**config.mk**
```make
export PLATFORM = sky130hd
export DESIGN_NAME = mem_arbiter
export DESIGN_NICKNAME = d
export VERILOG_FILES = /design/src/rtl/mem_arbiter.sv
export SDC_FILE = /design/constraint.sdc
export NUM_CORES = 1
export LEC_CHECK = 0
export ABC_AREA = 1
export CORE_MARGIN = 5
export CORE_UTILIZATION = 44
export DETAILED_ROUTE_END_ITERATION = 10
export PLACE_DENSITY_LB_ADDON = 0.2
export SLEW_MARGIN = 20
export SYNTH_ARGS = -nofsm -noshare
export SYNTH_HDL_FRONTEND = slang
export SYNTH_SLANG_ARGS = --single-unit
```
**constraint.sdc**
```tcl
create_clock -name clk -period 4.2 [get_ports clk]
set_input_delay 0.84 -clock clk [delete_from_list [all_inputs] [get_ports clk]]
set_output_delay 0.84 -clock clk [all_outputs]
set_load 0.05 [all_outputs]
```
**src/rtl/mem_arbiter.sv**
```systemverilog
// Arbitrates a single-port synchronous RAM between instruction-fetch and data ports.
// Optional: define ARB_ROUND_ROBIN_EN for alternating tie-breaks; default build gives data fixed priority.
module mem_arbiter #(
    parameter int ADDR_W      = 32,
    parameter int DATA_W      = 32,
    parameter int MEM_LATENCY = 1
) (
    input  logic              clk,
    input  logic              n_reset,
    input  logic              if_req,
    input  logic [ADDR_W-1:0] if_addr,
    output logic              if_gnt,
    output logic              if_rvalid,
    output logic [DATA_W-1:0] if_rdata,
    input  logic              d_req,
    input  logic              d_we,
    input  logic [ADDR_W-1:0] d_addr,
    input  logic [DATA_W-1:0] d_wdata,
    output logic              d_gnt,
    output logic              d_rvalid,
    output logic [DATA_W-1:0] d_rdata,
    output logic              mem_en,
    output logic              mem_we,
    output logic [ADDR_W-1:0] mem_addr,
    output logic [DATA_W-1:0] mem_wdata,
    input  logic [DATA_W-1:0] mem_rdata,
    output logic              busy
);

    if (MEM_LATENCY < 1 || MEM_LATENCY > 15) begin : g_bad_latency
        $error("mem_arbiter: MEM_LATENCY must be in 1..15");
    end

    typedef enum logic [1:0] {IDLE, ISSUE, WAIT, RESP} state_t;

    state_t            r_state;
    state_t            w_next;
    logic [3:0]        r_cnt;
    logic              r_win_d;
    logic              r_we;
    logic              r_if_gnt, r_if_rvalid, r_d_gnt, r_d_rvalid;
    logic              r_mem_en, r_mem_we, r_busy;
    logic [DATA_W-1:0] r_if_rdata, r_d_rdata, r_mem_wdata;
    logic [ADDR_W-1:0] r_mem_addr;
    logic              w_sample, w_any, w_issue, w_last, w_pick_d;

    assign w_sample = (r_state == IDLE) || (r_state == RESP);
    assign w_any    = if_req || d_req;
    assign w_issue  = w_sample && w_any;
    assign w_last   = (r_state == WAIT) && (r_cnt == 4'd0);

`ifdef ARB_ROUND_ROBIN_EN
    // r_last_d = 1 when data won the most recent grant; reset favours data on the first tie
    logic r_last_d;
    always_ff @(posedge clk) begin
        if (!n_reset)     r_last_d <= 1'b0;
        else if (w_issue) r_last_d <= w_pick_d;
    end
    assign w_pick_d = d_req && (!if_req || !r_last_d);
`else
    assign w_pick_d = d_req;
`endif

    always_comb begin
        w_next = r_state;
        case (r_state)
            IDLE, RESP: w_next = w_any ? ISSUE : IDLE;
            ISSUE:      w_next = WAIT;
            WAIT:       if (r_cnt == 4'd0) w_next = RESP;
            default:    w_next = IDLE;
        endcase
    end

    always_ff @(posedge clk) begin
        if (!n_reset) begin
            r_state     <= IDLE;
            r_cnt       <= '0;
            r_win_d     <= 1'b0;
            r_we        <= 1'b0;
            r_if_gnt    <= 1'b0;
            r_if_rvalid <= 1'b0;
            r_d_gnt     <= 1'b0;
            r_d_rvalid  <= 1'b0;
            r_mem_en    <= 1'b0;
            r_mem_we    <= 1'b0;
            r_busy      <= 1'b0;
            r_if_rdata  <= '0;
            r_d_rdata   <= '0;
            r_mem_wdata <= '0;
            r_mem_addr  <= '0;
        end else begin
            r_state     <= w_next;
            r_busy      <= (w_next != IDLE);
            r_if_gnt    <= w_issue && !w_pick_d;
            r_d_gnt     <= w_issue && w_pick_d;
            r_mem_en    <= w_issue;
            r_if_rvalid <= w_last && !r_win_d;
            r_d_rvalid  <= w_last && r_win_d;
            // winner and its command are frozen at the sampling edge
            if (w_issue) begin
                r_win_d     <= w_pick_d;
                r_we        <= w_pick_d && d_we;
                r_mem_we    <= w_pick_d && d_we;
                r_mem_addr  <= w_pick_d ? d_addr : if_addr;
                r_mem_wdata <= w_pick_d ? d_wdata : '0;
            end else begin
                r_mem_we    <= 1'b0;
            end
            if (r_state == ISSUE)
                r_cnt <= 4'(MEM_LATENCY - 1);
            else if (r_state == WAIT && r_cnt != 4'd0)
                r_cnt <= r_cnt - 4'd1;
            if (w_last && !r_we) begin
                if (r_win_d) r_d_rdata  <= mem_rdata;
                else         r_if_rdata <= mem_rdata;
            end
        end
    end

    assign if_gnt    = r_if_gnt;
    assign if_rvalid = r_if_rvalid;
    assign if_rdata  = r_if_rdata;
    assign d_gnt     = r_d_gnt;
    assign d_rvalid  = r_d_rvalid;
    assign d_rdata   = r_d_rdata;
    assign mem_en    = r_mem_en;
    assign mem_we    = r_mem_we;
    assign mem_addr  = r_mem_addr;
    assign mem_wdata = r_mem_wdata;
    assign busy      = r_busy;

endmodule

```
==> Yosys cells after proc, flatten, opt, wreduce, memory -nomap -nowiden <==
Cells that the tools add are included.
{ "word_totals": {"out_inout_bits": 135, "in_bits": 133, "ff_bits": 143} }
{ "classes": {"add_sub_neg": 1, "bitwise": 2, "n_reduce_logical": 23, "eq_ne": 3, "mux": 5} }
{ "op_table": {"columns": ["cell", "count"], "rows": [
  ["32-bit 2-to-1 mux", 2],
  ["1-bit logical AND", 9],
  ["2-bit one-hot mux with 3 select lines", 1],
  ["2-bit AND reduction", 3],
  ["2-bit == test, second input constant", 2],
  ["4-bit logical NOT", 1],
  ["4-bit nonzero test", 1],
  ["2-bit OR reduction", 2],
  ["4-bit by 1-bit subtractor with 4-bit output, second input constant", 1],
  ["1-bit logical NOT", 3],
  ["2-bit by 1-bit == test with 1-bit output, second input constant", 1],
  ["2-bit logical NOT", 1],
  ["1-bit logical OR", 2],
  ["2-bit 2-to-1 mux", 1],
  ["1-bit NOT", 2],
  ["2-bit nonzero test", 1],
  ["1-bit 2-to-1 mux", 1]
]} }

==> Logic depth before layout (Yosys ltp) <==
Gate-level depths: netlist of the first run.
{ "logic_depth": {"word_depth": 4, "mapped_depth": 10, "depth_no_buf": 8} }

==> Worst setup path after synthesis of the first run <==
Ideal clock, no wire load.
{ "synth_timing": {"path_kind": "input -> register", "startpoint": "input port n_reset", "endpoint": "register r_mem_addr[10], in the netlist mem_addr[10]", "t_arrival_ns": 1.637, "slack_ns": 2.501, "setup_time_ns": 0.062, "n_path_buf": 2, "t_required_ns": 4.138, "cell_stages": 6, "cell_sequence": "buf_2 > inv_1 > nor2_2 > buf_2 > nand2_1 > nand3_1"} }
{ "synth_rtl": {"columns": ["item", "line_no", "text"], "rows": [
  ["start, declared", "9", "input logic n_reset,"],
  ["end signal, assigned", "104", "r_mem_addr <= w_pick_d ? d_addr : if_addr;"],
  ["end, declared", "44", "logic [ADDR_W-1:0] r_mem_addr;"]
]} }

==> Worst setup path after layout of the first run <==
{ "layout_timing": {"startpoint": "register r_mem_addr[22], in the netlist mem_addr[22]", "endpoint": "output port mem_addr[22]"} }
{ "layout_rtl": {"columns": ["item", "line_no", "text"], "rows": [
  ["end, declared", "24", "output logic [ADDR_W-1:0] mem_addr,"]
]} }
No word-level cell between the ends.

==> flow_metrics.env, run 1 <==
export IMPL_ys_warn_count=0
export IMPL_grt_pass1_vias=5348
export IMPL_rsz0062_at_grt="false"
export IMPL_clockBufferDepth=2
export IMPL_totalWireLength_mm=16.91
export IMPL_finalMaxSlewViolations=0
export IMPL_vias_per_cell=4.669
export IMPL_synth_distinct_cells=20
export IMPL_dp_cells=1163
export IMPL_crit_buf_inv=1
export IMPL_yosysSeqAreaShare_pct=51.39
export IMPL_hold_viol_final=0
export IMPL_syn_to_final_growth_pct=59.52
export IMPL_setup_worst_path_end_class="primary output"
export IMPL_p_leak_nw=3.809
export IMPL_antenna_found_initial=0
export IMPL_initial_core_util_pct=44.50
export IMPL_synth_edf_count=0
export IMPL_gp_congestion=0.8372
export IMPL_finalClockSkew_ps=5.209
export IMPL_cts_resized=0
export IMPL_h_tree_depth=4
export IMPL_synth_seq_cells=143
export IMPL_layout_min_cycle_time_ps=2437
export IMPL_syn_nets=898
export IMPL_first_iter_violations=434
export IMPL_clk_pin_slew_ps=60
export IMPL_synth_area_sq_um=5570
export IMPL_cap_viol_max_count=0
export IMPL_drtAntennaViolNets=0
export IMPL_die_w_um=122.5
export IMPL_grtUsageTotal_pct=22.38
export IMPL_rows=41
export IMPL_cts_sinks=143
export IMPL_io_pins=268
export IMPL_crit_chain="clkdlybuf4s50_1"
export IMPL_avgSynthCellArea_sq_um=7.310
export IMPL_powerDensity_nw_per_um2=670.1
export IMPL_worstSetupPathType="reg2out"
export IMPL_overflow=0
export IMPL_syn_inst=762
export IMPL_final_common_cell="clkdlybuf4s50_1"
export IMPL_multiInputGateArea_sq_um=2256
export IMPL_min_period_over_period_pct=58.01
export IMPL_cts_buffers=17
export IMPL_insertion_delay_ps=410
export IMPL_async_flop_share_pct=0
export IMPL_drive_above_1_share_pct=5.083
export IMPL_ys_flop_type="dfxtp_1"
export IMPL_worstPathMaxFanout=2
export IMPL_holdBufCountCts=0
export IMPL_worst_pin_slew_ps=978.8
export IMPL_die_y_um=122.5
export IMPL_ff_latch_area_sq_um=2863
export IMPL_dp_hpwl_mm=11.99
export IMPL_cts_root_buffer="clkbuf_16"
export IMPL_dr_pass1_iters=4
export IMPL_max_freq_ghz=0.4104
export IMPL_cp_arrival_ps=1600
export IMPL_status="finished clean"
export IMPL_hp_class="reg2reg"
export IMPL_stdcell_count=1195
export IMPL_grt_pass1_wl_mm=26.23
export IMPL_dieArea_sq_um=15010
export IMPL_post_cts_buffers=0
export IMPL_drc=0
export IMPL_start_kind="flop"
export IMPL_finalSetupTns_ps=0
export IMPL_final_nets=1146
export IMPL_slew_headroom_pct=34.68
export IMPL_final_cell_mix="clkdlybuf4s50_1, nand2_1, dfxtp_1, nor2_1, nand3_1"
export IMPL_worst_path_largest_cell_delay_ps=850
export IMPL_wl_per_cell_um=14.15
export IMPL_vias=5579
export IMPL_slowest_stage="clkdlybuf4s50_1"
export IMPL_crit_family="buffers and inverters"
export IMPL_cts_tree="built"
export IMPL_required_ps=3360
export IMPL_setup_viol=0
export IMPL_grt_max_degree=97
export IMPL_fillers=1095
export IMPL_core_sq_um=12520
export IMPL_place_port_buffers=267
export IMPL_ir_drop_uv=398.7
export IMPL_diodes=0
==> worst paths after layout <==
check                                   start            end  slack [ps]  depth (start not counted)
worst min register to register  mem_wdata[31]  mem_wdata[31]         450                          2
worst max register to register       r_cnt[0]    d_rdata[24]        1880                          8
worst min-delay path            mem_wdata[31]  mem_wdata[31]         450                          2
worst max-delay path             mem_addr[22]   mem_addr[22]        1760                          1
==> kinds of logic after synthesis <==
| kind of cell | synth area share [%] |
|---|---|
| AND/OR/NAND/NOR | 39.20 |
| flip-flops | 51.39 |
| buffers and inverters | 8.109 |
| AO/OA/AOI/OAI | 0.6287 |
| adder cells (fa/ha/maj) | 0.6739 |
==> layout make-up <==
type,count,area share [%]
clock inverters,11,2.084
clock buffers,21,5.294
multi-input cells,528,25.39
well taps,172,2.422
repair buffers,275,30.70
flip-flops and latches,143,32.22
inverters,45,1.901
==> cell usage after synthesis (2+ instances only) <==
cell type	number	area, sq um
buf_6	12	135.1
nand3_1	128	640.6
nor2_4	4	45.04
nand2_1	240	900.9
ha_1	3	37.54
inv_1	44	165.2
buf_1	13	48.80
nor2_1	138	518.0
nor3_4	2	32.53
clkbuf_1	5	18.77
buf_2	16	80.08
a21oi_1	5	25.02
nor2_2	3	18.77
dfxtp_1	143	2863
==> state kept, by name (all words and copies together), names as in the netlist <==
signal / flops
r_we: 1
busy: 1
if_rdata: 32
if_gnt: 1
mem_en: 1
r_cnt: 4
d_rvalid: 1
d_gnt: 1
mem_addr: 32
r_win_d: 1
r_state: 2
mem_we: 1
d_rdata: 32
mem_wdata: 32
if_rvalid: 1
==> per-layer routing <==
metal  GRT usage [%]  wire, um  up-vias  part of all wire, %
met3           9.770      1718       32                   10
met2           38.37      8378      221                   50
met4           9.167       465        0                  2.7
met5               0         0        -                    0
met1           24.17      6350     2470                   38
li1                -         -     2856                    -
==> through the flow <==
step	area, sq um	power, W	util, %	hold slack [ps]	setup WS, ps
detailed placement	8230	0.004340	65.75	444.1	1469
CTS	8886	0.006008	70.99	455.6	1725
finish	8886	0.005955	70.99	454.8	1763
global route	8886	0.006229	70.99	482.3	1646
global placement	8230	0.004319	65.75	448.4	1532
floorplan	5570	0.003530	-	444.9	2501
==> power by group <==
group	internal [W]	total (W)	leakage, nW	switching, W
clock network	0.00110	0.00165	0.319	0.000551
logic	0.000792	0.00250	2.32	0.00171
registers	0.00165	0.00180	1.17	0.000153
total	0.00354	0.00595	3.81	0.00241
Note: power is estimated with default switching activity, not from simulation.
==> run 2, diff against run 1 <==
--- a/config.mk
+++ b/config.mk
@@ -7,7 +7,7 @@
 export LEC_CHECK = 0
 export ABC_AREA = 1
 export CORE_MARGIN = 5
-export CORE_UTILIZATION = 44
+export CORE_UTILIZATION = 41
 export DETAILED_ROUTE_END_ITERATION = 10
 export PLACE_DENSITY_LB_ADDON = 0.2
 export SLEW_MARGIN = 20
==> constraint.sdc (replaced) <==
create_clock -name clk -period 2.4 [get_ports clk]
set_input_delay 0.48 -clock clk [delete_from_list [all_inputs] [get_ports clk]]
set_output_delay 0.48 -clock clk [all_outputs]
set_load 0.05 [all_outputs]
==> run 2 against run 1 <==
First-iteration DRC count decreased by 17%. Cell area increased by 0.31%. Wire length decreased by 0.71%.
==> flow_metrics.env, run 2 (synthesis gave the netlist of run 1 again) <==
export IMPL_crit_buf_inv=1
export IMPL_worstSetupPathType="reg2out"
export IMPL_gp_congestion=0.8068
export IMPL_max_freq_ghz=0.4778
export IMPL_clk_pin_slew_ps=60
export IMPL_final_common_cell="clkdlybuf4s50_1"
export IMPL_p_leak_nw=3.828
export IMPL_grtUsageTotal_pct=20.58
export IMPL_cts_tree="built"
export IMPL_overflow=0
export IMPL_final_util_pct=67.04
export IMPL_finalMaxSlewViolations=0
export IMPL_grt_pass1_vias=5287
export IMPL_die_y_um=126.6
export IMPL_hp_class="in2reg"
export IMPL_drc=0
export IMPL_drtAntennaViolNets=0
export IMPL_finalSetupTns_ps=0
export IMPL_first_iter_violations=361
export IMPL_cap_viol_max_count=0
export IMPL_syn_to_final_growth_pct=60.02
export IMPL_hold_viol_final=0
export IMPL_finalClockSkew_ps=3.524
export IMPL_setup_viol=0
export IMPL_min_period_over_period_pct=87.21
export IMPL_setup_worst_path_end_class="primary output"
export IMPL_die_w_um=126.6
export IMPL_power_w=0.01026
export IMPL_final_cell_mix="clkdlybuf4s50_1, nand2_1, dfxtp_1, nor2_1, nand3_1"
export IMPL_clockBufferDepth=2
export IMPL_dieArea_sq_um=16020
export IMPL_wl_per_cell_um=13.94
export IMPL_required_ps=1920
export IMPL_worst_pin_slew_ps=601.4
export IMPL_io_pins=268
export IMPL_insertion_delay_ps=410
export IMPL_worstPathMaxFanout=2
export IMPL_dr_pass1_iters=5
export IMPL_place_port_buffers=267
export IMPL_slowest_stage="clkdlybuf4s50_1"
export IMPL_h_tree_depth=4
export IMPL_core_sq_um=13300
export IMPL_rsz0062_at_grt="false"
export IMPL_start_kind="flop"
export IMPL_initial_core_util_pct=41.90
export IMPL_worst_path_largest_cell_delay_ps=860
export IMPL_drive_above_1_share_pct=5.345
export IMPL_totalWireLength_mm=16.79
export IMPL_diodes=0
export IMPL_slew_headroom_pct=59.78
export IMPL_cts_sinks=143
export IMPL_powerDensity_nw_per_um2=1151
export IMPL_holdBufCountCts=0
export IMPL_ir_drop_uv=642.1
export IMPL_dp_hpwl_mm=11.99
export IMPL_post_cts_buffers=0
export IMPL_crit_family="buffers and inverters"
export IMPL_crit_chain="clkdlybuf4s50_1"
export IMPL_grt_max_degree=65
export IMPL_layout_min_cycle_time_ps=2093
export IMPL_final_nets=1153
export IMPL_cts_root_buffer="clkbuf_16"
export IMPL_cp_arrival_ps=1610
export IMPL_place_area_sq_um=8313
export IMPL_fin_area_sq_um=8914
export IMPL_rows=42
export IMPL_grt_pass1_wl_mm=26.39
export IMPL_vias_per_cell=4.615
export IMPL_cts_buffers=17
export IMPL_worst_hold_slack_ps=388.9
export IMPL_status="finished clean"
export IMPL_vias=5561
export IMPL_cts_resized=0
export IMPL_antenna_found_initial=0
[run 2: cell types whose count changed in the layout (fill, tap and decap cells not counted), moves of 2 or more]
cell / delta
clkinvlp_4: -2
buf_12: +2
clkbuf_1: +3
bufinv_16: -2
buf_4: +5
[run 2: power by group]
part | internal, W | switching, W | total [W] | leakage, nW
registers | 0.00289 | 0.000255 | 0.00315 | 1.17
clock network | 0.00174 | 0.000937 | 0.00267 | 0.297
logic | 0.00145 | 0.00299 | 0.00444 | 2.36
[run 2: per-stage QoR]
stage	setup slack [ps]	cells
global placement	207.0	1174
detailed placement	137.7	1174
global route	252.9	1205
CTS	264.5	1205
floorplan	923.7	762
finish	306.9	1205
[run 2: per-layer routing]
layer / part of all wire, % / GRT usage, %
met4: 1.6 / 7.445
met3: 9.4 / 9.037
met2: 50 / 35.15
met5: 0 / 0
met1: 39 / 22.71
[run 2: area by class of cell]
type	count	area [sq um]
Fill cell	1172	4382
Sequential cell	143	2863
Timing Repair Buffer	282	2805
Multi-Input combinational cell	528	2256
Clock buffer	25	495.5
Tap cell	176	220.2
Inverter	45	168.9
Clock inverter	6	105.1
[run 2: path summary, 6_finish.rpt]
path                 startpoint       endpoint  slack, ps  depth (start not counted)
setup / recovery   mem_wdata[0]   mem_wdata[0]        310                          1
hold reg to reg   mem_wdata[31]  mem_wdata[31]        450                          2
hold / removal          n_reset         mem_en        390                          3
setup reg to reg     r_state[0]  mem_wdata[25]        540                          9
==> run 3, diff against run 2 <==
--- a/config.mk
+++ b/config.mk
@@ -6,6 +6,7 @@
 export NUM_CORES = 1
 export LEC_CHECK = 0
 export ABC_AREA = 1
+export CORE_ASPECT_RATIO = 1.2
 export CORE_MARGIN = 5
 export CORE_UTILIZATION = 41
 export DETAILED_ROUTE_END_ITERATION = 10
==> run 3 against run 2 <==
Sequential power is essentially flat. Die area is essentially flat. Sequential cell count is the same. Clock-buffer cell count shrank 6. First-iteration DRC count shrank 10%. Total power shrank 1.0%. Critical path type unchanged. Largest cell class unchanged.
==> flow_metrics.env, run 3 (synthesis gave the netlist of run 1 again) <==
export IMPL_status="finished clean"
export IMPL_fillers=1148
export IMPL_h_tree_depth=4
export IMPL_required_ps=1920
export IMPL_intPower_w=0.005830
export IMPL_grtUsageTotal_pct=20.94
export IMPL_insertion_delay_ps=410
export IMPL_holdBufCountCts=0
export IMPL_totalWireLength_mm=17.05
export IMPL_final_cell_mix="clkdlybuf4s50_1, nand2_1, dfxtp_1, nor2_1, nand3_1"
export IMPL_cts_sinks=143
export IMPL_cts_buffers=17
export IMPL_clk_pin_slew_ps=60
export IMPL_hp_class="in2reg"
export IMPL_die_y_um=137.7
export IMPL_final_common_cell="clkdlybuf4s50_1"
export IMPL_setup_ws_ps=308.8
export IMPL_pwr_share_seq_pct=31.0
export IMPL_initial_core_util_pct=41.90
export IMPL_vias_per_cell=4.673
export IMPL_ff_latch_area_sq_um=2863
export IMPL_io_pins=268
export IMPL_multiInputGateArea_sq_um=2256
export IMPL_grt_pass1_wl_mm=26.18
export IMPL_ir_drop_uv=638.8
export IMPL_cts_resized=0
export IMPL_crit_chain="clkdlybuf4s50_1"
export IMPL_drtAntennaViolNets=0
export IMPL_final_nets=1151
export IMPL_rsz0062_at_grt="false"
export IMPL_clockBufferDepth=2
export IMPL_rows=46
export IMPL_setup_viol=0
export IMPL_start_kind="flop"
export IMPL_finalMaxSlewViolations=0
export IMPL_core_sq_um=13300
export IMPL_dp_hpwl_mm=12.34
export IMPL_cts_root_buffer="clkbuf_16"
export IMPL_vias=5593
export IMPL_dieArea_sq_um=16030
export IMPL_wl_per_cell_um=14.24
export IMPL_worstSetupPathType="reg2out"
export IMPL_min_period_over_period_pct=87.14
export IMPL_p_switching_w=0.004324
export IMPL_power_frac_clock_pct=24.9
export IMPL_place_port_buffers=267
export IMPL_slowest_stage="clkdlybuf4s50_1"
export IMPL_finalClockSkew_ps=13.04
export IMPL_worst_path_largest_cell_delay_ps=870
export IMPL_worst_pin_slew_ps=597.5
export IMPL_overflow=0
export IMPL_powerDensity_nw_per_um2=1141
export IMPL_drive_above_1_share_pct=5.545
export IMPL_dr_pass1_iters=6
export IMPL_slew_headroom_pct=60.04
export IMPL_drc=0
export IMPL_hold_viol_final=0
export IMPL_layout_min_cycle_time_ps=2091
export IMPL_first_iter_violations=325
export IMPL_place_ws_ps=304.5
export IMPL_setup_worst_path_end_class="primary output"
export IMPL_switching_share_pct=42.58
export IMPL_worst_hold_slack_ps=399.8
export IMPL_p_leak_nw=3.796
export IMPL_cts_tree="built"
export IMPL_die_w_um=116.4
export IMPL_cp_arrival_ps=1610
export IMPL_crit_buf_inv=1
export IMPL_syn_to_final_growth_pct=59.82
export IMPL_worstPathMaxFanout=2
export IMPL_post_cts_buffers=0
export IMPL_cap_viol_max_count=0
export IMPL_grt_max_degree=96
export IMPL_gp_congestion=0.7766
export IMPL_finalSetupTns_ps=0
export IMPL_grt_pass1_vias=5352
export IMPL_crit_family="buffers and inverters"
export IMPL_combPwrFrac_pct=44.1
export IMPL_max_freq_ghz=0.4782
export IMPL_antenna_found_initial=0
run 3: final cells by class:
| class | instances | share of cell area (%) |
|---|---|---|
| inverters | 45 | 1.897 |
| well taps | 168 | 2.361 |
| multi-input cells | 528 | 25.34 |
| clock buffers | 19 | 4.975 |
| repair buffers | 280 | 31.79 |
| flip-flops and latches | 143 | 32.16 |
| diodes | 1 | 0.02811 |
| clock inverters | 13 | 1.448 |
run 3: final timing paths:
check | start | end | slack (ps) | depth (start not counted)
setup / recovery | if_rdata[23] | if_rdata[23] | 310 | 1
hold / removal | n_reset | mem_en | 400 | 3
setup reg to reg | r_state[0] | r_we | 660 | 9
hold reg to reg | mem_wdata[31] | mem_wdata[31] | 460 | 2
run 3: metal layers:
metal  track usage [%]  vias to the layer above  part of all wire (%)
met2             35.78                      212                    49
met3             10.63                       20                    12
li1                  -                     2868                     -
met1             22.21                     2493                    37
met4             7.028                        0                   1.9
met5                 0                        -                     0
run 3: metrics by stage:
stage | area, sq um | utilization, % | cells | power [W]
global placement | 8328 | 62.64 | 1164 | 0.007672
detailed placement | 8328 | 62.64 | 1164 | 0.007698
finish | 8902 | 66.96 | 1197 | 0.01015
floorplan | 5570 | - | 762 | 0.006177
global route | 8900 | 66.94 | 1196 | 0.01069
CTS | 8900 | 66.94 | 1196 | 0.01026
run 3: power by group through the flow:
stage | clock (W) | sequential [W] | combinational (W)
6_report | 0.00253 | 0.00314 | 0.00448
2_1_floorplan | 0 | 0.00485 | 0.00132
4_1_cts | 0.00259 | 0.00315 | 0.00452
5_1_grt | 0.00268 | 0.00321 | 0.00480
3_5_place_dp | 0 | 0.00319 | 0.00451
3_3_place_gp | 0 | 0.00317 | 0.00450
